<file path="src/rtl/display_scan_mux_pkg.sv">
// display_scan_mux_pkg: shared display source indices, digit width default and source packing helper
package display_scan_mux_pkg;
    localparam int SRC_CURRENT = 0;
    localparam int SRC_ALARM   = 1;
    localparam int SRC_KEYPAD  = 2;
    localparam int DIGIT_W_DEF = 4;
    function automatic int src_offset(input int src, input int digit, input int num_digits, input int digit_w);
        return (src * num_digits + digit) * digit_w;
    endfunction
endpackage

</file>
<file path="src/rtl/display_scan_mux_scan_prescaler.sv">
// scan_prescaler: counts 0..DIV-1 while enabled and flags the last count
module scan_prescaler #(
    parameter int DIV = 1000
) (
    input  logic clk,
    input  logic reset,
    input  logic en,
    output logic tick
);
    localparam int CNT_W = DIV > 1 ? $clog2(DIV) : 1;
    logic [CNT_W-1:0] cnt;
    always_comb tick = en && cnt == CNT_W'(DIV - 1);
    always_ff @(posedge clk or posedge reset)
        if (reset) cnt <= '0;
        else if (en) cnt <= tick ? '0 : cnt + 1'b1;
endmodule

</file>
<file path="src/rtl/display_scan_mux.sv">
// display_scan_mux: frame-synchronous source select, blinking and leading-zero blanking for a scanned display
module display_scan_mux
    import display_scan_mux_pkg::*;
#(
    parameter int NUM_SOURCES = 3,
    parameter int NUM_DIGITS  = 4,
    parameter int DIGIT_W     = DIGIT_W_DEF,
    parameter int SCAN_DIV    = 1000,
    parameter int BLINK_DIV   = 64,
    localparam int SEL_W = NUM_SOURCES > 1 ? $clog2(NUM_SOURCES) : 1,
    localparam int IDX_W = NUM_DIGITS > 1 ? $clog2(NUM_DIGITS) : 1
) (
    input  logic                                  clk,
    input  logic                                  reset,
    input  logic [NUM_SOURCES*NUM_DIGITS*DIGIT_W-1:0] source_data,
    input  logic [SEL_W-1:0]                      selector,
    input  logic [NUM_DIGITS-1:0]                 blink_mask,
    input  logic                                  blank_leading,
    output logic [DIGIT_W-1:0]                    digit_value,
    output logic [NUM_DIGITS-1:0]                 digit_enable,
    output logic [IDX_W-1:0]                      digit_index,
    output logic                                  frame_start
);
    localparam int FC_W = BLINK_DIV > 1 ? $clog2(BLINK_DIV) : 1;
    logic                            run, tick, fs, lz, zero_hi;
    logic [IDX_W-1:0]                idx_n;
    logic [NUM_DIGITS*DIGIT_W-1:0]   snap, snap_n;
    logic [NUM_DIGITS-1:0]           mask, mask_n, en_n;
    logic                            blank, blank_n, blink_on, blink_n;
    logic [FC_W-1:0]                 fcnt, fcnt_n;
    logic [SEL_W-1:0]                src;
    logic [DIGIT_W-1:0]              val_n;
    scan_prescaler #(.DIV(SCAN_DIV)) u_prescaler (
        .clk(clk),
        .reset(reset),
        .en(run),
        .tick(tick)
    );
    // run is low only on the first edge after reset, which is frame start 0
    always_comb begin
        fs = !run || (tick && digit_index == IDX_W'(NUM_DIGITS - 1));
        src = int'(selector) < NUM_SOURCES ? selector : '0;
        snap_n = snap;
        mask_n = mask;
        blank_n = blank;
        fcnt_n = fcnt;
        blink_n = blink_on;
        idx_n = tick ? digit_index + 1'b1 : digit_index;
        if (fs) begin
            idx_n = '0;
            mask_n = blink_mask;
            blank_n = blank_leading;
            for (int d = 0; d < NUM_DIGITS; d++)
                snap_n[d*DIGIT_W +: DIGIT_W] = source_data[src_offset(int'(src), d, NUM_DIGITS, DIGIT_W) +: DIGIT_W];
            if (run) begin
                fcnt_n = fcnt == FC_W'(BLINK_DIV - 1) ? '0 : fcnt + 1'b1;
                blink_n = fcnt == FC_W'(BLINK_DIV - 1) ? !blink_on : blink_on;
            end
        end
        val_n = snap_n[int'(idx_n)*DIGIT_W +: DIGIT_W];
        lz = 1'b0;
        zero_hi = 1'b1;
        for (int d = NUM_DIGITS - 1; d > 0; d--) begin
            zero_hi = zero_hi && snap_n[d*DIGIT_W +: DIGIT_W] == '0;
            if (IDX_W'(d) == idx_n) lz = zero_hi;
        end
        en_n = (mask_n[idx_n] && !blink_n) || (blank_n && lz) ? '0 : NUM_DIGITS'(1) << idx_n;
    end
    always_ff @(posedge clk or posedge reset)
        if (reset) begin
            run <= 1'b0;
            digit_index <= '0;
            snap <= '0;
            mask <= '0;
            blank <= 1'b0;
            fcnt <= '0;
            blink_on <= 1'b1;
            digit_value <= '0;
            digit_enable <= '0;
            frame_start <= 1'b0;
        end else begin
            run <= 1'b1;
            digit_index <= idx_n;
            snap <= snap_n;
            mask <= mask_n;
            blank <= blank_n;
            fcnt <= fcnt_n;
            blink_on <= blink_n;
            digit_value <= val_n;
            digit_enable <= en_n;
            frame_start <= fs;
        end
endmodule

</file>
<file path="config.mk">
export PLATFORM = sky130hd
export DESIGN_NAME = display_scan_mux
export DESIGN_NICKNAME = d
export VERILOG_FILES = /design/src/rtl/display_scan_mux_pkg.sv /design/src/rtl/display_scan_mux_scan_prescaler.sv /design/src/rtl/display_scan_mux.sv
export SDC_FILE = /design/constraint.sdc
export NUM_CORES = 1
export LEC_CHECK = 0
export BUFFER_PORTS_ARGS = -buffer_cell sky130_fd_sc_hd__buf_2
export CAP_MARGIN = 20
export CORE_UTILIZATION = 49
export DETAILED_ROUTE_END_ITERATION = 10
export GPL_TIMING_DRIVEN = 0
export PLACE_DENSITY = 0.76
export SYNTH_ARGS = -nofsm -noshare
export SYNTH_HDL_FRONTEND = slang
export SYNTH_HIERARCHICAL = 1
export SYNTH_SLANG_ARGS = --single-unit
</file>
<file path="constraint.sdc">
create_clock -name clk -period 2.6 [get_ports clk]
set_input_delay 0.52 -clock clk [delete_from_list [all_inputs] [get_ports clk]]
set_output_delay 0.52 -clock clk [all_outputs]
set_load 0.01 [all_outputs]
</file>
# --- Word level (Yosys, flattened, before mapping) ---
# Cells that the tools add are included.
word_totals:
  regBits: 50
  out_inout_bits: 11
op_classes:
  n_addsub: 6
  order_cmp: 2
  eq_ne: 6
  shifts: 6
  muxes: 17
  reduce_logical: 15
op_table:
  columns: ["operator", "n"]
  rows:
  - ["indexed part select 48 x 8 -> 4 bit", 3]
  - ["indexed part select 48 x 7 -> 4 bit", 1]
  - ["two-way mux 16 bit", 1]
  - ["indexed part select 16 x 5 -> 4 bit", 1]
  - ["zero test 4 bit", 3]
  - ["adder 10 x 1 -> 10 bit (second input constant)", 1]
  - ["adder 4 x 2 -> 5 bit (second input constant)", 2]
  - ["equality test 10 bit (second input constant)", 1]
  - ["two-way mux 10 bit", 1]
  - ["two-way mux 1 bit", 8]
  - ["two-way mux 4 bit", 2]
  - ["adder 6 x 1 -> 6 bit (second input constant)", 1]
  - ["equality test 6 bit (second input constant)", 1]
  - ["logical AND 1 bit", 6]
  - ["two-way mux 2 bit", 3]
  - ["two-way mux 6 bit", 1]
  - ["adder 4 x 1 -> 5 bit (second input constant)", 1]
  - ["equality test 2 bit (first input constant)", 2]
  - ["left shift 1 x 2 -> 4 bit (first input constant)", 1]
  - ["zero test 1 bit", 3]
  - ["less-than comparator 2 x 3 -> 1 bit (second input constant)", 1]
  - ["adder 2 x 1 -> 2 bit (second input constant)", 1]
  - ["binary-select mux 1 bit (select 2 bit)", 1]
  - ["equality test 1 x 2 -> 1 bit (first input constant)", 1]
  - ["4 further kinds", 5]

# --- Depth between registers and ports, before layout ---
# Gate-level depths: netlist (run 1).
depth:
  word_depth: 12
  depth_mapped: 13

# --- Cells and area by module ---
# Netlist (run 1), hierarchy kept.
modules_own_cells:
  columns: ["mod", "n_inst", "cells_each", "area_each_um2"]
  rows:
  - ["display_scan_mux", 1, 226, 2419.8]
  - ["scan_prescaler", 1, 56, 574.3]

# --- Least setup slack after synthesis (run 1) ---
# Ideal clock, no wire load.
synth_timing:
  path_type: "reg2reg"
  from: "reg u_prescaler.cnt[0]"
  to: "reg digit_enable[2]"
  t_arrival_ns: 2.487
  t_required_ns: 2.464
  slack_ns: -0.023
  stages_incl_launch_ff: 14
  n_path_buf: 3
  path_cell_list: "dfrtp_1 ha_1 nand3_2 nor4_4 buf_6 nand2_2 and2_4 buf_12 inv_8 buf_12 mux2i_4 nand4_2 a221oi_2 nor3_1"
synth_between:
  elab_chain_cells: 12
synth_rtl:
  columns: ["element", "line_no", "text"]
  rows:
  - ["start, declared", "display_scan_mux_scan_prescaler.sv:11", "logic [CNT_W-1:0] cnt;"]
  - ["start signal, assigned", "display_scan_mux_scan_prescaler.sv:15", "else if (en) cnt <= tick ? '0 : cnt + 1'b1;"]
  - ["equality test 10 bit *", "display_scan_mux_scan_prescaler.sv:12", "always_comb tick = en && cnt == CNT_W'(DIV - 1);"]
  - ["logical AND 1 bit *", "display_scan_mux_scan_prescaler.sv:12", null]
  - ["via tick", "display_scan_mux.sv:25", "logic run, tick, fs, lz, zero_hi;"]
  - ["logical AND 1 bit *", "display_scan_mux.sv:41", "fs = !run || (tick && digit_index == IDX_W'(NUM_DIGITS - 1));"]
  - ["logical OR 1 bit *", "display_scan_mux.sv:41", null]
  - ["via fs", "display_scan_mux.sv:25", null]
  - ["two-way mux 16 bit or two-way mux 2 bit (tied branches)", "display_scan_mux.sv:49", "if (fs) begin"]
  - ["zero test 4 bit or equality test 2 bit (tied branches)", "display_scan_mux.sv:64, display_scan_mux.sv:65", null]
  - ["two-way mux 1 bit or logical AND 1 bit (tied branches) (2 in series)", "display_scan_mux.sv:65, display_scan_mux.sv:64", null]
  - ["two-way mux 1 bit", "display_scan_mux.sv:65", "if (IDX_W'(d) == idx_n) lz = zero_hi;"]
  - ["logical AND 1 bit", "display_scan_mux.sv:67", "en_n = (mask_n[idx_n] && !blink_n) || (blank_n && lz) ? '0 : NUM_DIGITS'(1) << idx_n;"]
  - ["logical OR 1 bit", "display_scan_mux.sv:67", null]
  - ["two-way mux 4 bit *", "display_scan_mux.sv:67", null]
  - ["via en_n[2]", "display_scan_mux.sv:28", "logic [NUM_DIGITS-1:0] mask, mask_n, en_n;"]
  - ["end signal, assigned", "display_scan_mux.sv:90", "digit_enable <= en_n;"]
  - ["end, declared", "display_scan_mux.sv:20", "output logic [NUM_DIGITS-1:0] digit_enable,"]
# The timed path passes the listed nets; every way through them passes the cells marked *. The select of a mux whose other input is x is not followed.
# A chain may end at the register's enable or synchronous reset.

# --- Final worst setup path (run 1) ---
layout_timing:
  from: "reg u_prescaler.cnt[3]"
  to: "reg digit_enable[2]"
# The elaborated chain is that of the path after synthesis.

==> results of run 1 <==
==> final timing paths <==
kind | cells past startpoint | endpoint | slack [ns]
max reg2reg | 12 | digit_enable[2] | 0.07
min in group clk | 3 | blank | 0.41
max in group asynchronous | 2 | run | 1.66
min | 2 | u_prescaler/cnt[9] | 0.20
min reg2reg | 2 | blank | 0.49
max | 12 | digit_enable[2] | 0.07
==> metrics by stage <==
| stage | setup slack [ns] | power (W) |
|---|---|---|
| after floorplan | 0.00585 | 0.00125 |
| after global placement | -0.284 | 0.00136 |
| after detailed placement | -0.342 | 0.00138 |
| after CTS | 0.00756 | 0.00192 |
| after global routing | -0.0265 | 0.00203 |
| final | 0.0723 | 0.00193 |
==> cell type report <==
cell class / count / share of cell area, %
clock buffer: 7 / 2.61
inverter: 19 / 2.27
sequential: 50 / 34.0
tap: 75 / 2.54
timing repair buffer: 78 / 11.7
buffer: 12 / 3.22
multi-input combinational: 200 / 43.4
clock inverter: 1 / 0.237
==> sequential cells by signal (all words and copies together) (netlist names), 2 cells and up <==
| signal | count |
|---|---|
| snap | 16 |
| u_prescaler/cnt | 10 |
| fcnt | 6 |
| digit_enable | 4 |
| digit_value | 4 |
| mask | 4 |
| digit_index | 2 |
==> synthesized netlist by cell type, types with 2 or more instances <==
master / instances
a211o_1: 2
a211oi_1: 6
a21oi_1: 8
a31oi_1: 2
a41oi_2: 2
and3_1: 8
buf_12: 2
buf_2: 4
buf_6: 5
clkbuf_1: 2
dfrtp_1: 49
ha_1: 3
inv_1: 18
mux2_2: 6
mux2_4: 3
mux2i_1: 44
nand2_1: 24
nand2b_1: 11
nand3_1: 6
nand4_1: 3
nor2_1: 5
nor2b_1: 8
nor3_1: 4
nor3b_1: 2
nor4_1: 2
o211ai_1: 4
o21ai_0: 11
o21ai_1: 2
o22a_1: 3
o32ai_1: 2
xnor2_1: 6
==> logic make-up (layout without fill, tap and decap cells) <==
| kind of cell | count (synthesis) | after routing | synth area share, % |
|---|---|---|---|
| AO/OA/AOI/OAI | 51 | 51 | 12.3 |
| XOR/XNOR | 6 | 6 | 1.76 |
| adder cells (fa/ha/maj) | 3 | 3 | 1.25 |
| buffers and inverters | 32 | 117 | 6.77 |
| flip-flops | 50 | 50 | 41.8 |
| multiplexers | 54 | 54 | 19.2 |
| other | 1 | 1 | 0.125 |
| AND/OR/NAND/NOR | 85 | 85 | 16.8 |
==> power breakdown <==
group | switching (W) | total, W | internal (W)
Sequential | 0.0000745 | 0.000943 | 0.000868
Combinational | 0.000239 | 0.000483 | 0.000244
Clock | 0.000259 | 0.000503 | 0.000244
==> critical path: cells and delay by family, from the launching register on <==
family | cells | cell delay [ns]
AO/OA/AOI/OAI | 1 | 0.27
buffers and inverters | 4 | 0.47
flip-flops | 1 | 0.42
multiplexers | 1 | 0.23
AND/OR/NAND/NOR | 6 | 0.98
==> metal layers <==
layer / up-vias / wire length, um / GRT usage (%)
met4: 0 / 111 / 7.32
li1: 1177 / - / -
met5: - / 0 / 0
met3: 10 / 347 / 3.98
met2: 68 / 3080 / 36.5
met1: 1121 / 2770 / 24.7
==> timing repair <==
action / 4_1_cts / 5_1_grt
endpoints found under the setup margin: 8 / 8
pin swaps: 2 / 3
resized for setup: 6 / 7
buffers inserted: 9 / 3
==> impl_results.md, run 1 <==
- Vias in the first global route: 2324
- First-pass GRT wire length: between 10000 and 15000 um
- Worst vdd ir: 0.000262 V
- Clock root buffer master: clkbuf_8
- P_leak: 1.79 nW
- Core area: 5920 um^2
- Drt first-iter violations: 151
- Mapped Cells: 282
- Top_reg_cell synth: dfrtp_1
- Crit path largest cell delay: 0.42 ns
- Share of layout cells above drive strength 1: 35.7%
- FILL cells: 480
- Crit Path Max Fanout: 7
- Post-CTS Hold Fix Bufs: 0
- FF+latch area: 1250 um^2
- Crit path launch type: register
- # setup viols final: 0
- Crit path time final: 2.53 ns
- Mapped cell area: between 2000 and 3000 um^2
- MaxCap Viol Count: 0
- Post-Layout Inst Area: between 3000 and 4000 um^2
- Antenna viol nets, final: 0
- Largest net degree at the start of global routing: 41
- Worst path cell trace: or2_4 > nor4_4 > buf_6 > nand2_2 > and2_4 > buf_12 > inv_12 > buf_12 > mux2i_4 > nand4_2 > a221oi_2 > nor3_1
- Die W: 80.2 um
- Post-synth cell types: 56
- FF+latch count, synth: 50
- Vias per inst: 5.38
- Synth top area share: 41.0%
- Slew @ Worst Pin: 0.812 ns
- Maximum clock path buffer count: 2
- Worst-Skew Late Latency: roughly 0.31 ns
- Slew margin rel.: 45.8%
- Initial Util: ~51%
- Worst-path clk slew: 0.09 ns
- Post-synth EDFFs: 0
- Reg2reg start: u_prescaler/cnt[3]
- CTS tree: yes
- Sequential area share after synthesis: 41.8%
- WHS: 0.205 ns
- Synth top area cells: dfrtp_1, mux2i_1, nand2_1, nand2b_1, inv_1
- Skew final: approximately 0.0050 ns
- Initial antenna violation count: 0
- Area growth, synth to finish: 23.4%
- Most frequent cells in the layout: buf_2, dfrtp_1, mux2i_1
- Multi-input combinational cell area: 1600 um^2
- Status: finished, final reports clean
- Critical Path Source: u_prescaler/cnt[3]
- Placed Cells incl. Taps: around 420
- Max Slew Vio Count: 0
- Antenna cell count: 0
- Worst EP arrival: 2.70 ns
- Die area: 6430 um^2
- Overall die height: 80.2 um
- # DRC: 0
- Worst Hold Class: in -> async
- CTS Buf Count: 5
- Via count: approximately 2400
- Nets: 426
- Achievable Freq: 396 MHz
- Total Wirelength: 6320 um
- Yosys warnings: 6
- Asr flop ratio synth: 100%
- CP max stage cell: dfrtp_1
- Cell mode on critical path: buf_12
- Final period util: 97.2%
- CP Class: reg -> reg
- Fin cells: 442
- CP endpoint kind: register
- WP data required: 2.77 ns
- Final core occ: 62.4%
- Most common cell after layout, fill and taps aside: buf_2
- Input/output buffers: 66
- DRT Pass-1 Iters: 4
- Dpl hpwl: 4580 um
- Final Hold Vio Count: 0
- Wire per inst: 14.3 um
- Synth Area per Inst: around 11 um^2
- Gr usage total: 20.6%
- Sink Count: 50
- Setup TNS: 0 ns
- I/O pin count: 68
- Unrepaired setup endpoints after global routing: yes
- H-tree levels: 2
- Number of core rows: 28
- P per Cell Area: 522 nW/um^2
- Synth area leader: dfrtp_1
- Global placement routability congestion: 0.862
- Post-DP Area: 3430 um^2
- Congestion Overflow GR: 0
- Syn Nets: around 340
No activity file was read; power rests on OpenSTA's default activity.
==> run 2, diff against run 1 <==
--- a/config.mk
+++ b/config.mk
@@ -9,7 +9,7 @@
 export CAP_MARGIN = 20
 export CORE_UTILIZATION = 49
 export DETAILED_ROUTE_END_ITERATION = 10
-export GPL_TIMING_DRIVEN = 0
+export GPL_TIMING_DRIVEN = 1
 export PLACE_DENSITY = 0.76
 export SYNTH_ARGS = -nofsm -noshare
 export SYNTH_HDL_FRONTEND = slang
==> constraint.sdc (replaced) <==
create_clock -name clk -period 2.6 [get_ports clk]
set_input_delay 0.13 -clock clk [delete_from_list [all_inputs] [get_ports clk]]
set_output_delay 0.13 -clock clk [all_outputs]
set_load 0.01 [all_outputs]
==> run 2 against run 1 <==
  * Critical path type unchanged
  * Sequential cell count stayed put
  * Total power is 5.9% lower
  * Clock power is 13% lower
  * Fmax is 3.8% higher
  * Sequential power hardly changed
  * Core utilization is 2.6 points lower
  * Critical path depth is 2 lower
  * Via count is 3.5% lower
  * Die area stayed put
  * Non-clock buffer count is 14 lower
==> impl_results.md, run 2 (same netlist as run 1, synthesis figures left out) <==
- Status: finished, final reports clean
- Congestion Overflow GR: 0 (unchanged)
- Die W: 80.2 um (unchanged)
- # DRC: 0 (unchanged)
- Number of core rows: 28 (unchanged)
- Drt first-iter violations: 110 (-27%)
- Total Wirelength: 5890 um (-6.8%)
- Crit path time final: 2.44 ns (-0.0920 ns)
- Setup slack after layout: 0.164 ns (+0.0920 ns)
- Max Slew Vio Count: 0 (unchanged)
- Comb power frac: 24.0% (-1.0 points)
- Antenna viol nets, final: 0 (unchanged)
- Clock network power share: 24.1% (-2.0 points)
- Vias per inst: 5.36 (-0.38%)
- Vias in the first global route: 2125 (-8.6%)
- Worst-Skew Late Latency: 0.30 ns (about the same)
- CP endpoint kind: register
- Slew @ Worst Pin: 0.606 ns (-0.205 ns)
- CTS Buf Count: 5 (unchanged)
- Worst-path clk slew: 0.09 ns (about the same)
- Initial antenna violation count: 0 (unchanged)
- Setup TNS: 0 ns (unchanged)
- Crit Path Max Fanout: 14 (+7)
- Final Hold Vio Count: 0 (unchanged)
- Die area: 6430 um^2 (unchanged)
- Worst EP arrival: 2.65 ns (-0.05 ns)
- I/O pin count: 68 (unchanged)
- Sink Count: 50 (unchanged)
- Nets: 412 (-3.3%)
- Final core occ: 59.8% (-2.6 points)
- Input/output buffers: 67 (+1.5%)
- Pre-CTS setup slack: 0.116 ns (+0.458 ns)
- Slew margin rel.: 59.6% (+14 points)
- Antenna cell count: 0 (unchanged)
- Most frequent cells in the layout: buf_2, dfrtp_1, mux2i_1
- Share of layout cells above drive strength 1: 32.6% (-3.1 points)
- First-pass GRT wire length: 9530 um (-6.0%)
- Crit path launch type: register
- CP Class: reg -> reg
- Initial Util: 50.6% (unchanged)
- Max reg flops: 16 (unchanged)
- Worst Hold Class: in -> reg
- Global placement routability congestion: 0.828 (-4.0%)
- Most common cell after layout, fill and taps aside: buf_2
- Switching pwr: 0.000548 W (-4.4%)
- Dpl hpwl: 4420 um (-3.5%)
- Clock root buffer master: clkbuf_8
- DRT Pass-1 Iters: 4 (unchanged)
- P_leak: 1.69 nW (-5.3%)
- Largest net degree at the start of global routing: 41 (unchanged)
- Worst vdd ir: 0.000382 V (+46%)
- Overall die height: 80.2 um (unchanged)
- H-tree levels: 2 (unchanged)
- Wire per inst: 13.8 um (-3.7%)
- Achievable Freq: 411 MHz (+3.8%)
- FILL cells: 491 (+2.3%)
- Area growth, synth to finish: 18.3%
- Top Registers: snap (16), u_prescaler/cnt (10), fcnt (6)
- Unrepaired setup endpoints after global routing: yes
- MaxCap Viol Count: 0 (unchanged)
- Final period util: 93.7% (-3.5 points)
- Placed Cells incl. Taps: 419 (-0.95%)
- # setup viols final: 0 (unchanged)
- Skew final: 0.0112 ns (+0.00624 ns)
- Sw Ratio: 30.2% (+0.50 points)
- Via count: 2292 (-3.5%)
- CTS tree: yes
- Most flops, register: snap
- WP data required: 2.82 ns (+0.05 ns)
- Gr usage total: 19.1% (-1.5 points)
- Fin cells: 428 (-3.2%)
- Maximum clock path buffer count: 2 (unchanged)
- Sequential share of power: 51.9% (+3.0 points)
- Core area: 5920 um^2 (unchanged)
- P per Cell Area: 512 nW/um^2 (-1.9%)
- Internal Power: 0.00127 W (-6.6%)
[run 2: stage by stage]
| stage | total power (W) | hold slack (ns) | instance area [um^2] |
|---|---|---|---|
| floorplan | 0.00125 | -0.0298 | 3010 |
| global placement | 0.00135 | 0.138 | 3370 |
| detailed placement | 0.00136 | 0.140 | 3370 |
| CTS | 0.00181 | 0.0713 | 3470 |
| global route | 0.00192 | 0.0689 | 3540 |
| finish | 0.00181 | 0.0741 | 3540 |
[run 2: layout make-up]
cell class / count / area (um^2) / area share [%]
multi-input combinational: 200 / 1620 / 45.7
sequential: 50 / 1250 / 35.4
timing repair buffer: 76 / 405 / 11.4
tap: 75 / 93.8 / 2.65
inverter: 19 / 83.8 / 2.37
clock buffer: 6 / 72.6 / 2.05
clock inverter: 2 / 13.8 / 0.389
[run 2: repair_timing]
action / in CTS / in global routing
endpoints found under the setup margin: 0 / 2
setup buffers: 0 / 0
hold buffers: 1 / 0
hold endpoints to repair: 49 / 0
resized for setup: 0 / 14
[run 2: routing by layer]
layer	GRT usage (%)	wire, um
met5	0	0
met4	3.75	42
met3	3.86	366
met2	32.5	2740
met1	25.3	2740
[run 2: worst max-delay path, cell delays in order, from the launching register on]
cell,delay [ns]
dfrtp_1,0.42
ha_2,0.24
nand3_4,0.11
nor4_4,0.36
nand2_2,0.07
and2_4,0.19
buf_4,0.19
mux2_4,0.31
nand3_1,0.09
a41oi_2,0.16
nor3_1,0.23
[run 2: power by group through the flow]
stage	Sequential (W)	Combinational [W]	Clock, W
3_3_place_gp	0.000945	0.000401	0
4_1_cts	0.000934	0.000415	0.000457
5_1_grt	0.000952	0.000479	0.000490
3_5_place_dp	0.000950	0.000412	0
6_report	0.000942	0.000435	0.000438
2_1_floorplan	0.000942	0.000306	0
[run 2: path summary, 6_finish.rpt]
check,end,depth (start not counted),startpoint,slack [ns]
setup / recovery,digit_enable[2],10,u_prescaler/cnt[1],0.16
hold / removal,mask[0],2,blink_mask[0],0.07
setup reg to reg,digit_enable[2],10,u_prescaler/cnt[1],0.16
hold reg to reg,snap[1],2,snap[1],0.51
max in group asynchronous,blink_on,4,reset,1.75
min in group asynchronous,u_prescaler/cnt[6],3,reset,0.35
==> run 3, diff against run 2 <==
--- a/config.mk
+++ b/config.mk
@@ -9,7 +9,7 @@
 export CAP_MARGIN = 20
 export CORE_UTILIZATION = 49
 export DETAILED_ROUTE_END_ITERATION = 10
-export GPL_TIMING_DRIVEN = 1
+export GPL_TIMING_DRIVEN = 0
 export PLACE_DENSITY = 0.76
 export SYNTH_ARGS = -nofsm -noshare
 export SYNTH_HDL_FRONTEND = slang
==> run 3 against run 2 <==
  * Register-to-register slack worse by 0.09 ns
  * Global-route usage up 1.6 points
  * First-iteration DRC count up 31%
  * Wire length up 7.6%
  * Core utilization up 2.7 points
  * Count of clock-buffer cells in the layout up 1
  * Clock skew down 0.0070 ns
  * Sequential share of layout area down 1.5 points
  * Combinational power up 11%
  * Critical endpoint unchanged
  * Sequential power about the same
  * Clock power up 15%
==> impl_results.md, run 3 (same netlist as run 1, synthesis figures left out) <==
- WP data required: 2.77 ns (-0.05 ns)
- Hold Startpoint: blank_leading
- Overall die height: 80.2 um (unchanged)
- Largest net degree at the start of global routing: 41 (unchanged)
- Die W: 80.2 um (unchanged)
- Hold Crit Depth: 3 (+1)
- P_leak: 1.79 nW (+5.8%)
- Antenna viol nets, final: 0 (unchanged)
- Setup TNS: 0 ns (unchanged)
- Most common cell after layout, fill and taps aside: buf_2
- Worst-Skew Late Latency: 0.30 ns (about the same)
- WHS: 0.0222 ns (-0.0518 ns)
- Max Slew Vio Count: 0 (unchanged)
- First-pass GRT wire length: 10200 um (+7.0%)
- Gr usage total: 20.7% (+1.6 points)
- Drt first-iter violations: 144 (+31%)
- Slew margin rel.: 46.2% (-13 points)
- Reg2reg start: u_prescaler/cnt[3]
- DRT Pass-1 Iters: 4 (unchanged)
- Input/output buffers: 66 (-1.5%)
- Vias in the first global route: 2332 (+9.7%)
- CTS tree: yes
- Critical Path Source: u_prescaler/cnt[3]
- Initial antenna violation count: 0 (unchanged)
- Sink Count: 50 (unchanged)
- Internal Power: 0.00136 W (+7.2%)
- Dpl hpwl: 4580 um (+3.7%)
- Worst Hold Class: in -> reg
- Flop-to-flop setup slack: 0.07 ns (-0.09 ns)
- Sequential share of power: 48.8% (-3.1 points)
- Worst vdd ir: 0.000263 V (-31%)
- Maximum clock path buffer count: 2 (unchanged)
- Congestion Overflow GR: 0 (unchanged)
- Antenna cell count: 0 (unchanged)
- Via count: 2382 (+3.9%)
- Crit path launch type: register
- Status: finished, final reports clean
- Comb power frac: 25.1% (+1.1 points)
- Met3 Track Usage GR: 3.98% (+0.11 points)
- MaxCap Viol Count: 0 (unchanged)
- Crit Path Max Fanout: 7 (-7)
- Met2 Track Usage GR: 36.6% (+4.1 points)
- Max reg flops: 16 (unchanged)
- Placed Cells incl. Taps: 423 (+0.95%)
- H-tree levels: 2 (unchanged)
- I/O pin count: 68 (unchanged)
- R2r endpoint: digit_enable[2]
- Skew final: 0.00424 ns (-0.00697 ns)
- Switching pwr: 0.000573 W (+4.6%)
- Area growth, synth to finish: 23.7%
- Final period util: 97.2% (+3.5 points)
- Vias per inst: 5.38 (+0.41%)
- Worst-path clk slew: 0.09 ns (about the same)
- Die area: 6430 um^2 (unchanged)
- CP endpoint kind: register
- Slew @ Worst Pin: 0.806 ns (+0.200 ns)
- Top Registers: snap (16), u_prescaler/cnt (10), fcnt (6)
- Initial Util: 50.6% (unchanged)
- CTS Buf Count: 5 (unchanged)
- Most flops, register: snap
- Gr busiest metal: met2
- P per Cell Area: 521 nW/um^2 (+1.8%)
- Worst EP arrival: 2.70 ns (+0.05 ns)
- Clock network power share: 26.1% (+2.0 points)
- Most frequent cells in the layout: buf_2, dfrtp_1, mux2i_1
- Setup slack after layout: 0.0731 ns (-0.0912 ns)
- Reg2Reg Depth: 11 (+1)
- Core area: 5920 um^2 (unchanged)
- # setup viols final: 0 (unchanged)
- Clock root buffer master: clkbuf_8
- FILL cells: 478 (-2.6%)
- Unrepaired setup endpoints after global routing: yes
- Hold Crit Endpoint: blank
- Total Wirelength: 6330 um (+7.6%)
- Final Hold Vio Count: 0 (unchanged)
- Pre-CTS setup slack: -0.342 ns (-0.458 ns)
- Fin cells: 443 (+3.5%)
- CP Class: reg -> reg
- Number of core rows: 28 (unchanged)
- Achievable Freq: 396 MHz (-3.6%)
- Global placement routability congestion: 0.862 (+4.1%)
- Sw Ratio: 29.7% (-0.50 points)
- # DRC: 0 (unchanged)
- Met1 layer usage reported by global route: 24.9% (-0.31 points)
- Crit path time final: 2.53 ns (+0.0912 ns)
- Share of layout cells above drive strength 1: 35.6% (+3.0 points)
- Wire per inst: 14.3 um (+3.9%)
- Final core occ: 62.6% (+2.7 points)
- Nets: 427 (+3.6%)
run 3: changes by cell type in the layout (fill, tap and decap cells not counted), sizes merged:
cell / change
buf: +13
clkinv: -2
inv: +1
clkbuf: +3
run 3: how the worst max path moves through the flow:
stage / cells past startpoint / slack [ns] / to
floorplan: 13 / 0.006 / digit_enable[1]
global placement: 13 / -0.28 / digit_enable[2]
detailed placement: 13 / -0.34 / digit_enable[2]
CTS: 13 / 0.008 / digit_enable[2]
global route: 12 / -0.03 / digit_enable[2]
finish: 11 / 0.07 / digit_enable[2]
run 3: critical path, stage by stage (launching register included):
cell	delay, ns
dfrtp_1	0.42
or2_4	0.28
nor4_4	0.32
buf_6	0.15
nand2_2	0.03
and2_4	0.16
buf_12	0.14
inv_12	0.09
mux2i_2	0.30
nand4_2	0.16
a221oi_2	0.27
nor3_1	0.08
run 3: layout make-up:
type                       count  area, um^2  area share (%)
clock buffer                   7        96.3            2.60
timing repair buffer          79         443            12.0
multi-input combinational    200        1600            43.3
sequential                    50        1250            33.9
buffer                        12         119            3.21
tap                           75        93.8            2.53
clock inverter                 1        8.76           0.236
inverter                      19        83.8            2.26
run 3: power by group through the flow:
stage / sequential (W) / clock (W) / combinational [W]
floorplan: 0.000942 / 0 / 0.000306
global placement: 0.000943 / 0 / 0.000415
detailed placement: 0.000949 / 0 / 0.000428
CTS: 0.000930 / 0.000519 / 0.000469
global route: 0.000952 / 0.000549 / 0.000531
finish: 0.000943 / 0.000503 / 0.000484
run 3: layer usage:
metal  vias to the layer above  share of wire, %
met5                         -                 0
met2                        66                49
met4                         0               1.7
met3                        10               5.6
li1                       1180                 -
met1                      1126                44
run 3: repair_timing:
action                                  CTS  global route
hold buffers                              1             0
endpoints found under the hold margin    10             0
setup buffers                             9             3
pin swaps                                 2             3
endpoints found under the setup margin    8             8
gates resized for setup                   6             7
run 3: metrics by stage:
stage / cell area, um^2 / power, W
after floorplan: 3010 / 0.00125
after CTS: 3650 / 0.00192
after global routing: 3700 / 0.00203
after detailed placement: 3430 / 0.00138
final: 3700 / 0.00193
after global placement: 3430 / 0.00136
